<file path="src/rtl/mdu_seq_pkg.sv">
// Shared types and helpers for the RV64M multiply/divide sequencer.
package mdu_seq_pkg;

   localparam int XLEN  = 64;
   localparam int CNT_W = $clog2(XLEN) + 1;

   typedef enum logic [2:0] {
      OP_MUL    = 3'd0,
      OP_MULH   = 3'd1,
      OP_MULHSU = 3'd2,
      OP_MULHU  = 3'd3,
      OP_DIV    = 3'd4,
      OP_DIVU   = 3'd5,
      OP_REM    = 3'd6,
      OP_REMU   = 3'd7
   } mdu_op_e;

   typedef enum logic [2:0] {
      ST_IDLE = 3'd0,
      ST_PREP = 3'd1,
      ST_CALC = 3'd2,
      ST_FIX  = 3'd3,
      ST_DONE = 3'd4
   } mdu_state_e;

   // Two's-complement negate when neg is set; gives |v| for a signed v with neg = sign.
   function automatic logic [XLEN-1:0] cneg(input logic [XLEN-1:0] v, input logic neg);
      return neg ? (~v + {{(XLEN-1){1'b0}}, 1'b1}) : v;
   endfunction

   function automatic logic [XLEN-1:0] sext32(input logic [31:0] v);
      return {{(XLEN-32){v[31]}}, v};
   endfunction

endpackage

</file>
<file path="src/rtl/mdu_seq.sv">
// Iterative RV64M multiply/divide unit: shift-add multiplier and restoring divider,
// one bit per cycle, result returned through a valid/ready handshake.
module mdu_seq
   import mdu_seq_pkg::*;
(
   input  logic            clk_i,
   input  logic            rst_n_i,
   input  logic            req_valid_i,
   output logic            req_ready_o,
   input  logic [2:0]      op_i,
   input  logic            word_i,
   input  logic [XLEN-1:0] rs1_rdata_i,
   input  logic [XLEN-1:0] rs2_rdata_i,
   input  logic            flush_i,
   output logic            resp_valid_o,
   input  logic            resp_ready_i,
   output logic [XLEN-1:0] res_o,
   output logic            busy_o
);

   mdu_state_e        state_q;
   mdu_op_e           op_q, op_in;
   logic              word_q, sign_a_q, sign_b_q;
   logic [CNT_W-1:0]  cnt_q;
   logic [XLEN-1:0]   a_q, b_q, quo_q, rem_q, res_q;
   logic [2*XLEN-1:0] acc_q;
   logic              ready_q, valid_q, busy_q;

   logic              signed_a, signed_b, sign_a, sign_b, div_zero, div_ovf;
   logic [XLEN-1:0]   a_ext, b_ext, abs_a, abs_b, min_neg, spec_raw, spec_res;
   logic [XLEN:0]     mul_sum, rem_shift;
   logic [2*XLEN-1:0] acc_nxt;
   logic              div_ge;
   logic [XLEN-1:0]   quo_nxt, rem_nxt;
   logic              prod_neg;
   logic [XLEN-1:0]   pm_lo, pm_hi, prod_lo, prod_hi, fix_raw, fix_res;

   // MULH/MULHSU/MULHU have no W form and are executed as MULW.
   always_comb begin
      op_in = mdu_op_e'(op_i);
      if (word_i && (op_i inside {3'd1, 3'd2, 3'd3})) begin
         op_in = OP_MUL;
      end else begin
         op_in = mdu_op_e'(op_i);
      end
   end

   // Operand conditioning and divide special cases, consumed in PREP.
   always_comb begin
      signed_a = (op_q == OP_MUL) || (op_q == OP_MULH) || (op_q == OP_MULHSU) ||
                 (op_q == OP_DIV) || (op_q == OP_REM);
      signed_b = (op_q == OP_MUL) || (op_q == OP_MULH) || (op_q == OP_DIV) || (op_q == OP_REM);
      if (word_q) begin
         a_ext   = signed_a ? sext32(a_q[31:0]) : {{(XLEN-32){1'b0}}, a_q[31:0]};
         b_ext   = signed_b ? sext32(b_q[31:0]) : {{(XLEN-32){1'b0}}, b_q[31:0]};
         min_neg = {{(XLEN-31){1'b1}}, {31{1'b0}}};
      end else begin
         a_ext   = a_q;
         b_ext   = b_q;
         min_neg = {1'b1, {(XLEN-1){1'b0}}};
      end
      sign_a   = signed_a & a_ext[XLEN-1];
      sign_b   = signed_b & b_ext[XLEN-1];
      abs_a    = cneg(a_ext, sign_a);
      abs_b    = cneg(b_ext, sign_b);
      div_zero = op_q[2] & (b_ext == {XLEN{1'b0}});
      div_ovf  = op_q[2] & ~op_q[0] & (b_ext == {XLEN{1'b1}}) & (a_ext == min_neg);
      if (div_zero) begin
         spec_raw = op_q[1] ? a_ext : {XLEN{1'b1}};
      end else begin
         spec_raw = op_q[1] ? {XLEN{1'b0}} : a_ext;
      end
      spec_res = word_q ? sext32(spec_raw[31:0]) : spec_raw;
   end

   // One multiplier step and one restoring-divide step; the dividend is left-aligned in quo_q.
   always_comb begin
      mul_sum   = {1'b0, acc_q[2*XLEN-1:XLEN]} + (acc_q[0] ? {1'b0, a_q} : {(XLEN+1){1'b0}});
      acc_nxt   = {mul_sum, acc_q[XLEN-1:1]};
      rem_shift = {rem_q, quo_q[XLEN-1]};
      div_ge    = (rem_shift >= {1'b0, b_q});
      rem_nxt   = div_ge ? (rem_shift[XLEN-1:0] - b_q) : rem_shift[XLEN-1:0];
      quo_nxt   = {quo_q[XLEN-2:0], div_ge};
   end

   // Sign fix-up and result selection; a W product sits at acc_q[95:32] after 32 steps.
   always_comb begin
      pm_lo    = word_q ? acc_q[XLEN+31:32] : acc_q[XLEN-1:0];
      pm_hi    = word_q ? {XLEN{1'b0}} : acc_q[2*XLEN-1:XLEN];
      prod_neg = sign_a_q ^ sign_b_q;
      prod_lo  = cneg(pm_lo, prod_neg);
      prod_hi  = cneg(pm_hi, prod_neg) - {{(XLEN-1){1'b0}}, prod_neg & (|pm_lo)};
      case (op_q)
         OP_MUL:                       fix_raw = prod_lo;
         OP_MULH, OP_MULHSU, OP_MULHU: fix_raw = prod_hi;
         OP_DIV, OP_DIVU:              fix_raw = cneg(quo_q, sign_a_q ^ sign_b_q);
         OP_REM, OP_REMU:              fix_raw = cneg(rem_q, sign_a_q);
         default:                      fix_raw = prod_lo;
      endcase
      fix_res = word_q ? sext32(fix_raw[31:0]) : fix_raw;
   end

   // Sequencer state, datapath registers and registered handshake outputs.
   always_ff @(posedge clk_i or negedge rst_n_i) begin
      if (!rst_n_i) begin
         state_q  <= ST_IDLE;
         op_q     <= OP_MUL;
         word_q   <= 1'b0;
         sign_a_q <= 1'b0;
         sign_b_q <= 1'b0;
         cnt_q    <= {CNT_W{1'b0}};
         a_q      <= {XLEN{1'b0}};
         b_q      <= {XLEN{1'b0}};
         quo_q    <= {XLEN{1'b0}};
         rem_q    <= {XLEN{1'b0}};
         res_q    <= {XLEN{1'b0}};
         acc_q    <= {(2*XLEN){1'b0}};
         ready_q  <= 1'b1;
         valid_q  <= 1'b0;
         busy_q   <= 1'b0;
      end else if (flush_i && (state_q != ST_IDLE)) begin
         state_q <= ST_IDLE;
         ready_q <= 1'b1;
         valid_q <= 1'b0;
         busy_q  <= 1'b0;
      end else begin
         case (state_q)
            ST_IDLE: begin
               if (req_valid_i && ready_q && !flush_i) begin
                  op_q    <= op_in;
                  word_q  <= word_i;
                  a_q     <= rs1_rdata_i;
                  b_q     <= rs2_rdata_i;
                  ready_q <= 1'b0;
                  busy_q  <= 1'b1;
                  state_q <= ST_PREP;
               end
            end
            ST_PREP: begin
               sign_a_q <= sign_a;
               sign_b_q <= sign_b;
               a_q      <= abs_a;
               b_q      <= abs_b;
               cnt_q    <= word_q ? CNT_W'(32) : CNT_W'(XLEN);
               acc_q    <= {{XLEN{1'b0}}, abs_b};
               quo_q    <= word_q ? {abs_a[31:0], {(XLEN-32){1'b0}}} : abs_a;
               rem_q    <= {XLEN{1'b0}};
               if (div_zero || div_ovf) begin
                  res_q   <= spec_res;
                  valid_q <= 1'b1;
                  state_q <= ST_DONE;
               end else begin
                  state_q <= ST_CALC;
               end
            end
            ST_CALC: begin
               cnt_q <= cnt_q - CNT_W'(1);
               if (op_q[2]) begin
                  quo_q <= quo_nxt;
                  rem_q <= rem_nxt;
               end else begin
                  acc_q <= acc_nxt;
               end
               if (cnt_q == CNT_W'(1)) begin
                  state_q <= ST_FIX;
               end
            end
            ST_FIX: begin
               res_q   <= fix_res;
               valid_q <= 1'b1;
               state_q <= ST_DONE;
            end
            ST_DONE: begin
               if (resp_ready_i) begin
                  valid_q <= 1'b0;
                  ready_q <= 1'b1;
                  busy_q  <= 1'b0;
                  state_q <= ST_IDLE;
               end
            end
            default: begin
               state_q <= ST_IDLE;
               ready_q <= 1'b1;
               valid_q <= 1'b0;
               busy_q  <= 1'b0;
            end
         endcase
      end
   end

   assign req_ready_o  = ready_q;
   assign resp_valid_o = valid_q;
   assign busy_o       = busy_q;
   assign res_o        = res_q;

endmodule

</file>
<file path="config.mk">
export PLATFORM = sky130hd
export DESIGN_NAME = mdu_seq
export DESIGN_NICKNAME = d
export VERILOG_FILES = /design/src/rtl/mdu_seq_pkg.sv /design/src/rtl/mdu_seq.sv
export SDC_FILE = /design/constraint.sdc
export NUM_CORES = 2
export LEC_CHECK = 0
export CELL_PAD_IN_SITES_DETAIL_PLACEMENT = 1
export CELL_PAD_IN_SITES_GLOBAL_PLACEMENT = 2
export CORE_ASPECT_RATIO = 1.1
export CORE_MARGIN = 1
export CORE_UTILIZATION = 33
export CTS_CLUSTER_SIZE = 30
export DETAILED_ROUTE_END_ITERATION = 12
export PLACE_DENSITY_LB_ADDON = 0.1
export RECOVER_POWER = 25
export SLEW_MARGIN = 0
export SYNTH_ARGS = -nofsm -noshare
export SYNTH_HDL_FRONTEND = slang
export SYNTH_SLANG_ARGS = --single-unit
</file>
<file path="constraint.sdc">
create_clock -name clk_i -period 6.5 [get_ports clk_i]
set_input_delay 1.625 -clock clk_i [delete_from_list [all_inputs] [get_ports clk_i]]
set_output_delay 1.625 -clock clk_i [all_outputs]
set_load 0.02 [all_outputs]
</file>
==> reports/summary.log <==
INFO  die            die_w=347.5um
INFO  cts            cts.htree.levels=3
INFO  cts            cts-buffers-inserted=66
INFO  worst_hold_path min_delay_path_depth=2
INFO  grt            grt_pass1_wl=358.0mm
INFO  grt            grt-ovfl-total=0
INFO  grt            number_of_antenna_violations_at_the_first_check_in_global_routing=17
INFO  die            die_span_in_y=382.0um
INFO  worst_setup_path r2r_setup_slack=440ps
INFO  synthesis      yosys.cell_types.count=97
INFO  grt            grt_start_max_net_pins=146
INFO  grt            first_global_vias=47,040
INFO  cts            cts.hold.buffers_added=0
INFO  worst_setup_path cp_top_family=simple AND/OR/NAND/NOR gates
INFO  synthesis      post_synth_inst_count=5,738
INFO  synthesis      yosysSeqAreaShare=26.98%
INFO  worst_setup_path r2r.worst_path.cells=18
INFO  worst_setup_path crit_required=7070ps
INFO  sta            period_minus_slack=6056ps
INFO  route          met3WireLength=14.77mm
INFO  status         violations_in_the_final_reports=capacitance limit, slew limit
INFO  route          detail_route.iter0.violations=4,296
INFO  cells_and_area layout.filler_cells=15,740
INFO  die            design.die.area=132,700um^2
INFO  cts            clock_sinks=467
INFO  cells_and_area fin_nets=6,016
INFO  worst_setup_path path_type_of_the_worst_setup_path=reg2reg
INFO  worst_setup_path critical_path.max_stage_delay=720ps
INFO  cells_and_area area_growth=14.64%
INFO  sta            timing.final.max_slew_violations=68
INFO  status         status=finished with violations
INFO  route          wl_met1=104.1mm
INFO  worst_setup_path worst-path-max-fanout=64
INFO  synthesis      postSynth.topFlopCell=sky130_fd_sc_hd__dfrtp_1
INFO  cells_and_area post_route_cells_drive_above_1_share=6.824%
INFO  sta            worst_slew_margin_rel=-212.5%
INFO  sta            setup_viol=0
INFO  sta            max_clk_rate=0.1651GHz
INFO  sta            timing.final.hold_violations=0
INFO  route          drt_pass1_iterations=6
INFO  route          via_per_inst=6.356
INFO  die            core_rows=139
INFO  worst_setup_path critPathArrivalTime=6620ps
INFO  route          detail_route.wirelength=251.9mm
INFO  route          drc_errors=0
INFO  die            core_footprint=130,400um^2
INFO  sta            max_slew.worst_pin.slew=4687ps
INFO  synthesis      synth_edf_count=0
INFO  sta            skew=35.43ps
INFO  worst_setup_path cp.buffers_inverters=3
INFO  cells_and_area layout_common_cells=635 x sky130_fd_sc_hd__o21ai_0, 562 x sky130_fd_sc_hd__nand2_1, 462 x sky130_fd_sc_hd__dfrtp_1
INFO  route          post_drt_wl_per_cell=33.64um
INFO  job            maxCapViolCount=1
INFO  route          top_layer=met5
INFO  sta            timing.final.crit_share=93.17%
INFO  synthesis      mappedNetlistNets=6,016
INFO  synthesis      yosys_register_bits=467
INFO  worst_hold_path hold_path.class=reg2reg
INFO  cts            path_clk_slew=60ps
INFO  cts            postCtsSetupBuffers=0
INFO  worst_hold_path worst_hold_startpoint=res_o[10]$_DFFE_PN0P_
INFO  worst_setup_path worstPathCellList=buf_12, nor3_1, o21ai_0, or4_1, nor4_2, buf_4, and4b_1, a41oi_1, ha_1, nand4_1, or4b_4, nor4_2, a31oi_1, o32ai_2, and2_1, buf_4, o211a_1, nor3_1
INFO  die            floorplan.initialDensity=33.21%
INFO  die            io_pins=204
INFO  worst_setup_path crit_path_top_delay_cell=sky130_fd_sc_hd__dfrtp_4
INFO  cts            tritoncts=yes
INFO  cells_and_area multiInputGateArea=29,580um^2
INFO  sta            finalSetupTns=0ps
INFO  worst_setup_path crit-reg2reg-launch=word_q$_DFFE_PN0P_
INFO  worst_hold_path whs_endpoint=res_o[10]$_DFFE_PN0P_
INFO  cells_and_area area.sequential=11,700um^2
INFO  worst_setup_path start_kind=flip-flop
INFO  route          ant_nets=0
INFO  place          dp.final_hpwl=198.7mm
INFO  cts            post_cts_resized=0
INFO  route          vias=47,600
INFO  place          gp_routability_congestion=0.9751
INFO  synthesis      synth_area=43,320um^2
INFO  cells_and_area layout_commonest_cell=sky130_fd_sc_hd__o21ai_0
INFO  synthesis      syn_area_per_cell=7.550um^2
INFO  sta            rsz_0062_raised_after_global_routing=no
INFO  cts            clockRootBuffer=sky130_fd_sc_hd__clkbuf_16
INFO  route          routed-wl-met2=112.5mm
INFO  synthesis      number_of_warnings_issued_by_yosys=0
INFO  cts            clockBufferDepth=3
INFO  cts            clk-insertion-delay-late=700ps
INFO  grt            gr-usage-all-layers=37.18%
INFO  synthesis      async_reset_ff_share=100.0%
INFO  worst_setup_path critical_path.reg2reg.endpoint=res_o[44]$_DFFE_PN0P_
INFO  place          port_buffers=203
INFO  worst_setup_path timing.critical_path.to_type=flip-flop
per-stage QoR:
stage / util (%) / std cells / hold slack, ps / area (um^2) / setup WS, ps
detailed placement: 36.34 / 7362 / 474.1 / 47410 / 547.5
global placement: 36.34 / 7362 / 465.2 / 47410 / 568.4
CTS: 38.07 / 7480 / 487.6 / 49650 / 533.0
finish: 38.07 / 7488 / 481.7 / 49660 / 443.8
floorplan: - / 5738 / 473.2 / 43330 / 3.022
global route: 38.06 / 7480 / 503.9 / 49640 / 7.184
cells in the mapped netlist (94+ instances only):
cell	count	area (um^2)
sky130_fd_sc_hd__o21ai_0	636	3183
sky130_fd_sc_hd__nand3_1	187	935.9
sky130_fd_sc_hd__xnor2_1	275	2409
sky130_fd_sc_hd__nor2_1	422	1584
sky130_fd_sc_hd__a21o_1	122	915.9
sky130_fd_sc_hd__xor2_1	198	1734
sky130_fd_sc_hd__mux2i_1	94	940.9
sky130_fd_sc_hd__ha_1	139	1739
sky130_fd_sc_hd__nor3_1	174	870.8
sky130_fd_sc_hd__inv_1	151	566.8
sky130_fd_sc_hd__a21oi_1	408	2042
sky130_fd_sc_hd__clkbuf_1	374	1404
sky130_fd_sc_hd__dfrtp_1	466	11660
sky130_fd_sc_hd__nand2_1	566	2125
worst max-delay path by stage:
stage / start / to / cells after the start
after CTS: word_q$_DFFE_PN0P_ / res_o[59]$_DFFE_PN0P_ / 17
final: word_q$_DFFE_PN0P_ / res_o[44]$_DFFE_PN0P_ / 18
after global placement: word_q$_DFFE_PN0P_ / res_o[44]$_DFFE_PN0P_ / 18
after floorplan: word_q$_DFFE_PN0P_ / res_o[59]$_DFFE_PN0P_ / 27
after global routing: word_q$_DFFE_PN0P_ / res_o[44]$_DFFE_PN0P_ / 15
after detailed placement: word_q$_DFFE_PN0P_ / res_o[44]$_DFFE_PN0P_ / 18
registers in the layout, summed over array words and instances, names as in the netlist, 3 cells and up:
signal	count
b_q	64
quo_q	64
cnt_q	7
res_o	64
rem_q	64
acc_q	128
op_q	3
state_q	3
a_q	64
tightest hold or removal path: stages (launching register included):
cell and delay [ps]:
sky130_fd_sc_hd__dfrtp_1 340, sky130_fd_sc_hd__nand2_1 50, sky130_fd_sc_hd__o21ai_0 60
kinds of logic after synthesis:
kind of cell / count (synthesis) / synth area share (%)
compound gates: 1980 / 28.94
fa+ha+maj: 151 / 4.338
flops: 467 / 26.98
buf+inv: 596 / 5.245
simple gates: 1959 / 22.27
xor+xnor: 475 / 9.638
mux: 110 / 2.588
metal layers:
layer / track usage [%] / up-vias
met4: 26.65 / 10
met5: 0 / -
met3: 5.476 / 498
met1: 46.80 / 24140
met2: 58.18 / 1791
li1: - / 21160
layout make-up:
cell class,count,area share (%)
Antenna cell,8,0.04031
Multi-Input combinational cell,4675,59.56
Sequential cell,467,23.55
Clock buffer,89,3.850
Tap cell,1692,4.263
Timing Repair Buffer,375,6.901
Clock inverter,29,0.6752
Inverter,153,1.162
Power is left out: the tool's default activity adds up to more than one toggle a clock period on the data nets, which glitch-free logic cannot reach.
